$ cat config.mk
export PLATFORM = sky130hd
export DESIGN_NAME = rtc_write_sequencer_flat
export DESIGN_NICKNAME = d
export VERILOG_FILES = /design/src/rtl/rtc_write_sequencer_if.sv /design/src/rtl/rtc_write_sequencer.sv /design/src/flat_wrapper.sv
export SDC_FILE = /design/constraint.sdc
export NUM_CORES = 1
export LEC_CHECK = 0
export BUFFER_PORTS_ARGS = -buffer_cell sky130_fd_sc_hd__buf_2
export CAP_MARGIN = 15
export CORE_MARGIN = 2
export CORE_UTILIZATION = 56
export DETAILED_ROUTE_END_ITERATION = 7
export PLACE_DENSITY = 0.77
export SYNTH_ARGS = -nofsm -noshare
export SYNTH_HDL_FRONTEND = slang
export SYNTH_SLANG_ARGS = --single-unit
$ cat constraint.sdc
create_clock -name i_clk -period 2.5 [get_ports i_clk]
set_input_delay 0.25 -clock i_clk [delete_from_list [all_inputs] [get_ports i_clk]]
set_output_delay 0.25 -clock i_clk [all_outputs]
set_load 0.05 [all_outputs]
$ cat src/rtl/rtc_write_sequencer_if.sv
// RTC bus write handshake: sequencer (master) hands address/data to the bus write driver (slave).
interface rtc_write_sequencer_if;
  logic       wr_req;
  logic [7:0] wr_addr;
  logic [7:0] wr_data;
  logic       wr_ack;

  modport master (output wr_req, output wr_addr, output wr_data, input  wr_ack);
  modport slave  (input  wr_req, input  wr_addr, input  wr_data, output wr_ack);
endinterface

$ cat src/rtl/rtc_write_sequencer.sv
// Walks the time/date/chrono fields: select decoder field, latch BCD byte, write it over req/ack.
// Chronometer fields are present only when CRONO_EN is defined.
module rtc_write_sequencer #(
  parameter int unsigned DECO_LAT = 1,
  parameter int unsigned TIMEOUT  = 255
) (
  input  logic                  i_clk,
  input  logic                  i_reset,
  input  logic                  i_start,
  input  logic [1:0]            i_grp,
  input  logic [7:0]            i_dato_BCD,
  output logic                  o_a_hora,
  output logic                  o_a_min,
  output logic                  o_a_seg,
  output logic                  o_a_dia,
  output logic                  o_a_mes,
  output logic                  o_a_year,
  output logic                  o_a_cr_hora,
  output logic                  o_a_cr_min,
  output logic                  o_a_cr_seg,
  output logic                  o_busy,
  output logic                  o_done,
  output logic                  o_err,
  rtc_write_sequencer_if.master wr_bus
);

  localparam int unsigned IDX_W = 4;
  localparam int unsigned LAT_W = 8;
  localparam int unsigned TMO_W = 8;
`ifdef CRONO_EN
  localparam int unsigned NUM_SEL = 9;
`else
  localparam int unsigned NUM_SEL = 6;
`endif

  typedef enum logic [2:0] {
    ST_IDLE  = 3'd0,
    ST_SEL   = 3'd1,
    ST_REQ   = 3'd2,
    ST_NEXT  = 3'd3,
    ST_DONE  = 3'd4,
    ST_ABORT = 3'd5
  } state_t;

  state_t             r_state, w_state_nxt;
  logic [IDX_W-1:0]   r_idx, w_idx_nxt;
  logic [IDX_W-1:0]   r_last, w_last_nxt;
  logic [IDX_W-1:0]   w_first, w_last;
  logic               w_grp_ok;
  logic [LAT_W-1:0]   r_lat, w_lat_nxt;
  logic [TMO_W-1:0]   r_tmo, w_tmo_nxt;
  logic [NUM_SEL-1:0] r_sel, w_sel_nxt;
  logic               r_req, w_req_nxt;
  logic [7:0]         r_addr, w_addr_nxt;
  logic [7:0]         r_data, w_data_nxt;
  logic               r_busy, w_busy_nxt;
  logic               r_done, w_done_nxt;
  logic               r_err, w_err_nxt;

  function automatic logic [7:0] field_addr(input logic [IDX_W-1:0] idx);
    case (idx)
      4'd0:    return 8'h23;
      4'd1:    return 8'h22;
      4'd2:    return 8'h21;
      4'd3:    return 8'h24;
      4'd4:    return 8'h25;
      4'd5:    return 8'h26;
      4'd6:    return 8'h43;
      4'd7:    return 8'h42;
      4'd8:    return 8'h41;
      default: return 8'h00;
    endcase
  endfunction

  // Field index range of the requested group; grp 2 is invalid without the chronometer.
  always_comb begin
    w_first  = '0;
    w_last   = '0;
    w_grp_ok = 1'b1;
    case (i_grp)
      2'd0: begin w_first = 4'd0; w_last = 4'd2; end
      2'd1: begin w_first = 4'd3; w_last = 4'd5; end
`ifdef CRONO_EN
      2'd2: begin w_first = 4'd6; w_last = 4'd8; end
      default: begin w_first = 4'd0; w_last = 4'd8; end
`else
      2'd2: w_grp_ok = 1'b0;
      default: begin w_first = 4'd0; w_last = 4'd5; end
`endif
    endcase
  end

  always_comb begin
    w_state_nxt = r_state;
    w_idx_nxt   = r_idx;
    w_last_nxt  = r_last;
    w_lat_nxt   = r_lat;
    w_tmo_nxt   = r_tmo;
    w_req_nxt   = 1'b0;
    w_addr_nxt  = r_addr;
    w_data_nxt  = r_data;
    w_busy_nxt  = r_busy;
    w_done_nxt  = 1'b0;
    w_err_nxt   = 1'b0;
    w_sel_nxt   = '0;

    case (r_state)
      ST_IDLE: begin
        if (i_start) begin
          w_busy_nxt = 1'b1;
          if (w_grp_ok) begin
            w_state_nxt = ST_SEL;
            w_idx_nxt   = w_first;
            w_last_nxt  = w_last;
            w_lat_nxt   = '0;
          end else begin
            w_state_nxt = ST_ABORT;
          end
        end
      end
      ST_SEL: begin
        if (r_lat == LAT_W'(DECO_LAT)) begin
          w_state_nxt = ST_REQ;
          w_req_nxt   = 1'b1;
          w_addr_nxt  = field_addr(r_idx);
          w_data_nxt  = i_dato_BCD;
          w_tmo_nxt   = '0;
        end else begin
          w_lat_nxt = r_lat + LAT_W'(1);
        end
      end
      ST_REQ: begin
        if (wr_bus.wr_ack) begin
          w_state_nxt = ST_NEXT;
        end else if (r_tmo == TMO_W'(TIMEOUT - 1)) begin
          w_state_nxt = ST_ABORT;
          w_busy_nxt  = 1'b0;
          w_err_nxt   = 1'b1;
        end else begin
          w_req_nxt = 1'b1;
          w_tmo_nxt = r_tmo + TMO_W'(1);
        end
      end
      ST_NEXT: begin
        if (r_idx == r_last) begin
          w_state_nxt = ST_DONE;
          w_busy_nxt  = 1'b0;
          w_done_nxt  = 1'b1;
        end else begin
          w_state_nxt = ST_SEL;
          w_idx_nxt   = r_idx + IDX_W'(1);
          w_lat_nxt   = '0;
        end
      end
      ST_DONE: w_state_nxt = ST_IDLE;
      ST_ABORT: begin
        // Entered from IDLE with busy still set: emit err one cycle later, then leave.
        if (r_busy) begin
          w_busy_nxt = 1'b0;
          w_err_nxt  = 1'b1;
        end else begin
          w_state_nxt = ST_IDLE;
        end
      end
      default: w_state_nxt = ST_IDLE;
    endcase

    if ((w_state_nxt == ST_SEL) || (w_state_nxt == ST_REQ)) begin
      w_sel_nxt = NUM_SEL'(1) << w_idx_nxt;
    end
  end

  always_ff @(posedge i_clk or negedge i_reset) begin
    if (!i_reset) begin
      r_state <= ST_IDLE;
      r_idx   <= '0;
      r_last  <= '0;
      r_lat   <= '0;
      r_tmo   <= '0;
      r_sel   <= '0;
      r_req   <= 1'b0;
      r_addr  <= '0;
      r_data  <= '0;
      r_busy  <= 1'b0;
      r_done  <= 1'b0;
      r_err   <= 1'b0;
    end else begin
      r_state <= w_state_nxt;
      r_idx   <= w_idx_nxt;
      r_last  <= w_last_nxt;
      r_lat   <= w_lat_nxt;
      r_tmo   <= w_tmo_nxt;
      r_sel   <= w_sel_nxt;
      r_req   <= w_req_nxt;
      r_addr  <= w_addr_nxt;
      r_data  <= w_data_nxt;
      r_busy  <= w_busy_nxt;
      r_done  <= w_done_nxt;
      r_err   <= w_err_nxt;
    end
  end

  assign o_a_hora = r_sel[0];
  assign o_a_min  = r_sel[1];
  assign o_a_seg  = r_sel[2];
  assign o_a_dia  = r_sel[3];
  assign o_a_mes  = r_sel[4];
  assign o_a_year = r_sel[5];
`ifdef CRONO_EN
  assign o_a_cr_hora = r_sel[6];
  assign o_a_cr_min  = r_sel[7];
  assign o_a_cr_seg  = r_sel[8];
`else
  assign o_a_cr_hora = 1'b0;
  assign o_a_cr_min  = 1'b0;
  assign o_a_cr_seg  = 1'b0;
`endif

  assign o_busy = r_busy;
  assign o_done = r_done;
  assign o_err  = r_err;

  assign wr_bus.wr_req  = r_req;
  assign wr_bus.wr_addr = r_addr;
  assign wr_bus.wr_data = r_data;

endmodule

$ cat src/flat_wrapper.sv
// flat-port wrapper written by rule: the top's interface ports become plain ports
module rtc_write_sequencer_flat 
#(
  parameter int unsigned DECO_LAT = 1,
  parameter int unsigned TIMEOUT  = 255
)
  (i_clk, i_reset, i_start, i_grp, i_dato_BCD, o_a_hora, o_a_min, o_a_seg, o_a_dia, o_a_mes, o_a_year, o_a_cr_hora, o_a_cr_min, o_a_cr_seg, o_busy, o_done, o_err, wr_bus_wr_req, wr_bus_wr_addr, wr_bus_wr_data, wr_bus_wr_ack);
  rtc_write_sequencer_if wr_bus_i ();
  input  logic i_clk;
  input  logic i_reset;
  input  logic i_start;
  input  logic [1:0] i_grp;
  input  logic [7:0] i_dato_BCD;
  output logic o_a_hora;
  output logic o_a_min;
  output logic o_a_seg;
  output logic o_a_dia;
  output logic o_a_mes;
  output logic o_a_year;
  output logic o_a_cr_hora;
  output logic o_a_cr_min;
  output logic o_a_cr_seg;
  output logic o_busy;
  output logic o_done;
  output logic o_err;
  output wire logic [$bits(wr_bus_i.wr_req)-1:0] wr_bus_wr_req;
  output wire logic [$bits(wr_bus_i.wr_addr)-1:0] wr_bus_wr_addr;
  output wire logic [$bits(wr_bus_i.wr_data)-1:0] wr_bus_wr_data;
  input wire logic [$bits(wr_bus_i.wr_ack)-1:0] wr_bus_wr_ack;
  assign wr_bus_wr_req = wr_bus_i.wr_req;
  assign wr_bus_wr_addr = wr_bus_i.wr_addr;
  assign wr_bus_wr_data = wr_bus_i.wr_data;
  assign wr_bus_i.wr_ack = wr_bus_wr_ack;
  rtc_write_sequencer #(.DECO_LAT(DECO_LAT), .TIMEOUT(TIMEOUT)) u_core (.i_clk(i_clk), .i_reset(i_reset), .i_start(i_start), .i_grp(i_grp), .i_dato_BCD(i_dato_BCD), .o_a_hora(o_a_hora), .o_a_min(o_a_min), .o_a_seg(o_a_seg), .o_a_dia(o_a_dia), .o_a_mes(o_a_mes), .o_a_year(o_a_year), .o_a_cr_hora(o_a_cr_hora), .o_a_cr_min(o_a_cr_min), .o_a_cr_seg(o_a_cr_seg), .o_busy(o_busy), .o_done(o_done), .o_err(o_err), .wr_bus(wr_bus_i));
endmodule
==> parameters.txt <==
Parameter                              Value

Status
  Result of the run ... completed

STA
  Clock tree skew after final layout ... 12.9 ps
  Final Hold Vio Count ... 0
  Final worst-path cycle share ... 93.1%
  Post-route setup slack ... 172 ps
  Final period demand of the worst path ... 2330 ps
  Aggregate negative setup slack ... 0 ps
  RSZ-0062 raised after global routing ... no
  Max-slew headroom ... 56.5%
  Slew at the pin closest to its max-slew limit ... 651 ps
  Final-layout worst hold slack ... 19.7 ps
  Max Fclk ... 0.430 GHz
  Final setup violation count ... 0
  Max-slew violation count ... 0

Yosys
  Total of warnings raised by yosys ... 0
  Count of mapped cells out of synthesis ... 266
  Share of Yosys cell area claimed by the top area cell type ... 46.3%
  Proportion of register bits with asynchronous set or reset after synthesis ... 100%
  Flip-flop cell with the highest count after synthesis ... sky130_fd_sc_hd__dfrtp_1
  Synth Register Bits ... 48
  Area of the mapped netlist ... 2590 um^2
  Count of different cell masters after synthesis ... 56
  Synth area leaders ... sky130_fd_sc_hd__dfrtp_1 (46%), sky130_fd_sc_hd__nand2_1 (6.5%), sky130_fd_sc_hd__ha_1 (3.4%)
  Number of flops mapped to enable cells by yosys ... 0
  Avg Inst Size Synth ... 9.76 um^2
  Area leader, netlist ... sky130_fd_sc_hd__dfrtp_1
  Sequential area share after synthesis ... 46.3%

Global route
  Via count of the first global-routing pass ... 1985
  Initial antenna violation count ... 0
  Total GRT Usage ... 21.8%
  Maximum number of pins on one net before global-route repair ... 49
  Residual overflow from global routing ... 0
  First-pass GRT wire length ... 9000 um

Hold path
  Type of the tightest min-delay check ... input pin to asynchronous set/reset pin

Routing
  Average wire per standard cell ... 14.5 um
  Via density per instance ... 5.83
  Number of detailed-route iterations in the first pass ... 5
  Number of nets still failing antenna checks after routing ... 0
  Sum of routed wire length over all layers ... 5150 um
  Post-route DRC ... 0
  DR vias ... 2077
  First-iteration detailed-routing DRC count ... 143

Critical path
  Timing startpoint of the critical path ... u_core.r_state[1]
  Endpoint arrival time on the critical path ... 2550 ps
  Worst r2r dst ... u_core.r_lat[4]
  Worst EP required ... 2730 ps
  Endpoint type of the worst setup path ... flop
  Reg2reg setup slack ... 170 ps
  Critical Path Fanout Max ... 14
  Kind of launch point of the worst setup path ... flop
  Class of the most critical setup path ... flop to flop
  Critical register-to-register path startpoint ... u_core.r_state[1]
  Worst setup path end ... u_core.r_lat[4]
  Depth of the most critical reg-to-reg path ... 6

Layout
  Share of post-route cells with drive strength above 1 ... 20.1%
  Layout Utilization ... 65.5%
  Most frequent standard cell in the layout excluding fill and tap cells ... sky130_fd_sc_hd__dfrtp_1
  Filler-free cell count of the finished design ... 356
  Signed area change from the synthesized netlist to the final layout ... 11.4%
  Most used cells in the layout excluding fill and tap cells ... sky130_fd_sc_hd__dfrtp_1 (48), sky130_fd_sc_hd__nand2_1 (45), sky130_fd_sc_hd__buf_2 (36)
  Cell area after layout ... 2890 um^2
  Final nets ... 325
  Number of fill cells ... 364
  Inserted Diodes ... 0

Power and ir drop
  Leakage power ... 1.38 nW
  Part of the total power dissipated in sequential elements ... 33.9%
  Combinational fraction of design power ... 54.6%
  Switching part of the total power ... 49.5%
  Maximum vdd ir drop ... 723 uV
  Psw ... 1.89 mW
  Power Internal ... 1.93 mW
  Total power of the final layout ... 3.82 mW
  Pwr per Cell Area ... 1320 nW/um^2
  Part of the power in the clock network ... 11.5%

Floorplanning
  Width of the die ... 72.1 um
  Number of top-level pins ... 43
  Site row count ... 24
  Effective utilization at floorplan ... 58.8%
  Total Die Area ... 5190 um^2
  Overall die height ... 72.1 um
  Core ar. ... 4410 um^2

Place
  Area post-placement ... 2810 um^2
  Detailed placement HPWL ... 3710 um
  Number of instances in the placed design ... 349
  Setup slack at placement ... 230 ps
  Final weighted congestion in routability-driven placement ... 0.857
  PortBufs ... 36

Clock tree
  CTS Buf Count ... 5
  Sinks on the clock net ... 48
  Number of gates given a new drive strength after cts ... 0
  Clock tree from TritonCTS ... yes
  Clk buf depth ... 2
  Root Buffer Master ... sky130_fd_sc_hd__clkbuf_8
  Clock Pin Slew Worst Setup and Hold Paths ... 90 ps
  Post-cts hold buffer count ... 0
  Setup bufs post-CTS ... 0
  Maximum level of the CTS H-tree ... 2
  Worst-Skew Late Latency ... 300 ps

Job
  Max-cap viol count ... 0
==> per-layer routing <==
layer / wire length (um) / up-vias / part of all wire [%] / global-route usage [%]
met2: 2500 / 49 / 48 / 35.3
met1: 2360 / 1001 / 46 / 29.4
met4: 72 / 0 / 1.4 / 6.71
li1: - / 1017 / - / -
met5: 0 / - / 0 / 0
met3: 220 / 10 / 4.3 / 5.00
==> worst max-delay path, cell delays in order (launching register included) <==
cell and delay (ps):
sky130_fd_sc_hd__dfrtp_1 530, sky130_fd_sc_hd__or3b_1 520, sky130_fd_sc_hd__a21oi_2 260, sky130_fd_sc_hd__a221oi_2 80
sky130_fd_sc_hd__buf_4 190, sky130_fd_sc_hd__or4_1 510, sky130_fd_sc_hd__a21boi_1 180
==> worst min-delay path by stage <==
stage	end	start	slack, ps
final	u_core.r_lat[7]	i_reset	20
after global routing	u_core.r_lat[7]	i_reset	90
after CTS	u_core.r_lat[7]	i_reset	60
after detailed placement	u_core.r_lat[3]	i_reset	380
after global placement	u_core.r_lat[7]	i_reset	380
after floorplan	u_core.o_busy	i_reset	-50
==> cell usage after synthesis, types with 4 or more instances <==
library cell	count
sky130_fd_sc_hd__nor2_1	11
sky130_fd_sc_hd__nand2b_1	6
sky130_fd_sc_hd__a21oi_1	7
sky130_fd_sc_hd__clkbuf_1	7
sky130_fd_sc_hd__inv_1	11
sky130_fd_sc_hd__or4_1	5
sky130_fd_sc_hd__buf_4	8
sky130_fd_sc_hd__nor4_1	4
sky130_fd_sc_hd__nand3_1	8
sky130_fd_sc_hd__nand2_1	45
sky130_fd_sc_hd__a211oi_1	6
sky130_fd_sc_hd__o31ai_1	9
sky130_fd_sc_hd__ha_1	7
sky130_fd_sc_hd__xnor2_1	4
sky130_fd_sc_hd__dfrtp_1	48
sky130_fd_sc_hd__o21ai_0	13
==> logic make-up (layout without fill, tap and decap cells) <==
kind of cell	Yosys count	after routing	synth area share (%)
buffers and inverters	30	63	5.93
AO/OA/AOI/OAI	63	63	18.2
other	1	6	0.145
adder cells (fa/ha/maj)	7	7	3.37
XOR/XNOR	6	6	2.03
AND/OR/NAND/NOR	110	110	23.7
multiplexers	1	1	0.386
flip-flops	48	48	46.3
==> power groups by stage <==
stage	clock [mW]	sequential [mW]	combinational (mW)
after floorplan	0	1.72	1.18
after global placement	0	1.30	2.05
after detailed placement	0	1.31	2.08
after CTS	0.455	1.29	2.09
after global routing	0.484	1.33	2.29
final	0.439	1.29	2.09
==> flip-flops by register name (all words and copies together), names as in the netlist <==
signal,count
u_core.wr_bus.wr_addr,5
u_core.o_err,1
u_core.o_busy,1
u_core.wr_bus.wr_data,8
u_core.r_idx,4
u_core.o_done,1
u_core.wr_bus.wr_req,1
u_core.r_state,3
u_core.r_tmo,8
u_core.r_last,2
u_core.r_lat,8
u_core.r_sel,6
==> layout make-up <==
type	count	area, um^2	share of cell area [%]
clock buffer	6	72.6	2.51
timing repair buffer	45	248	8.57
sequential	48	1200	41.5
tap	52	65.1	2.25
inverter	11	41.3	1.43
multi-input combinational	193	1260	43.5
clock inverter	1	5.00	0.173
Note: power is estimated with default switching activity, not from simulation.
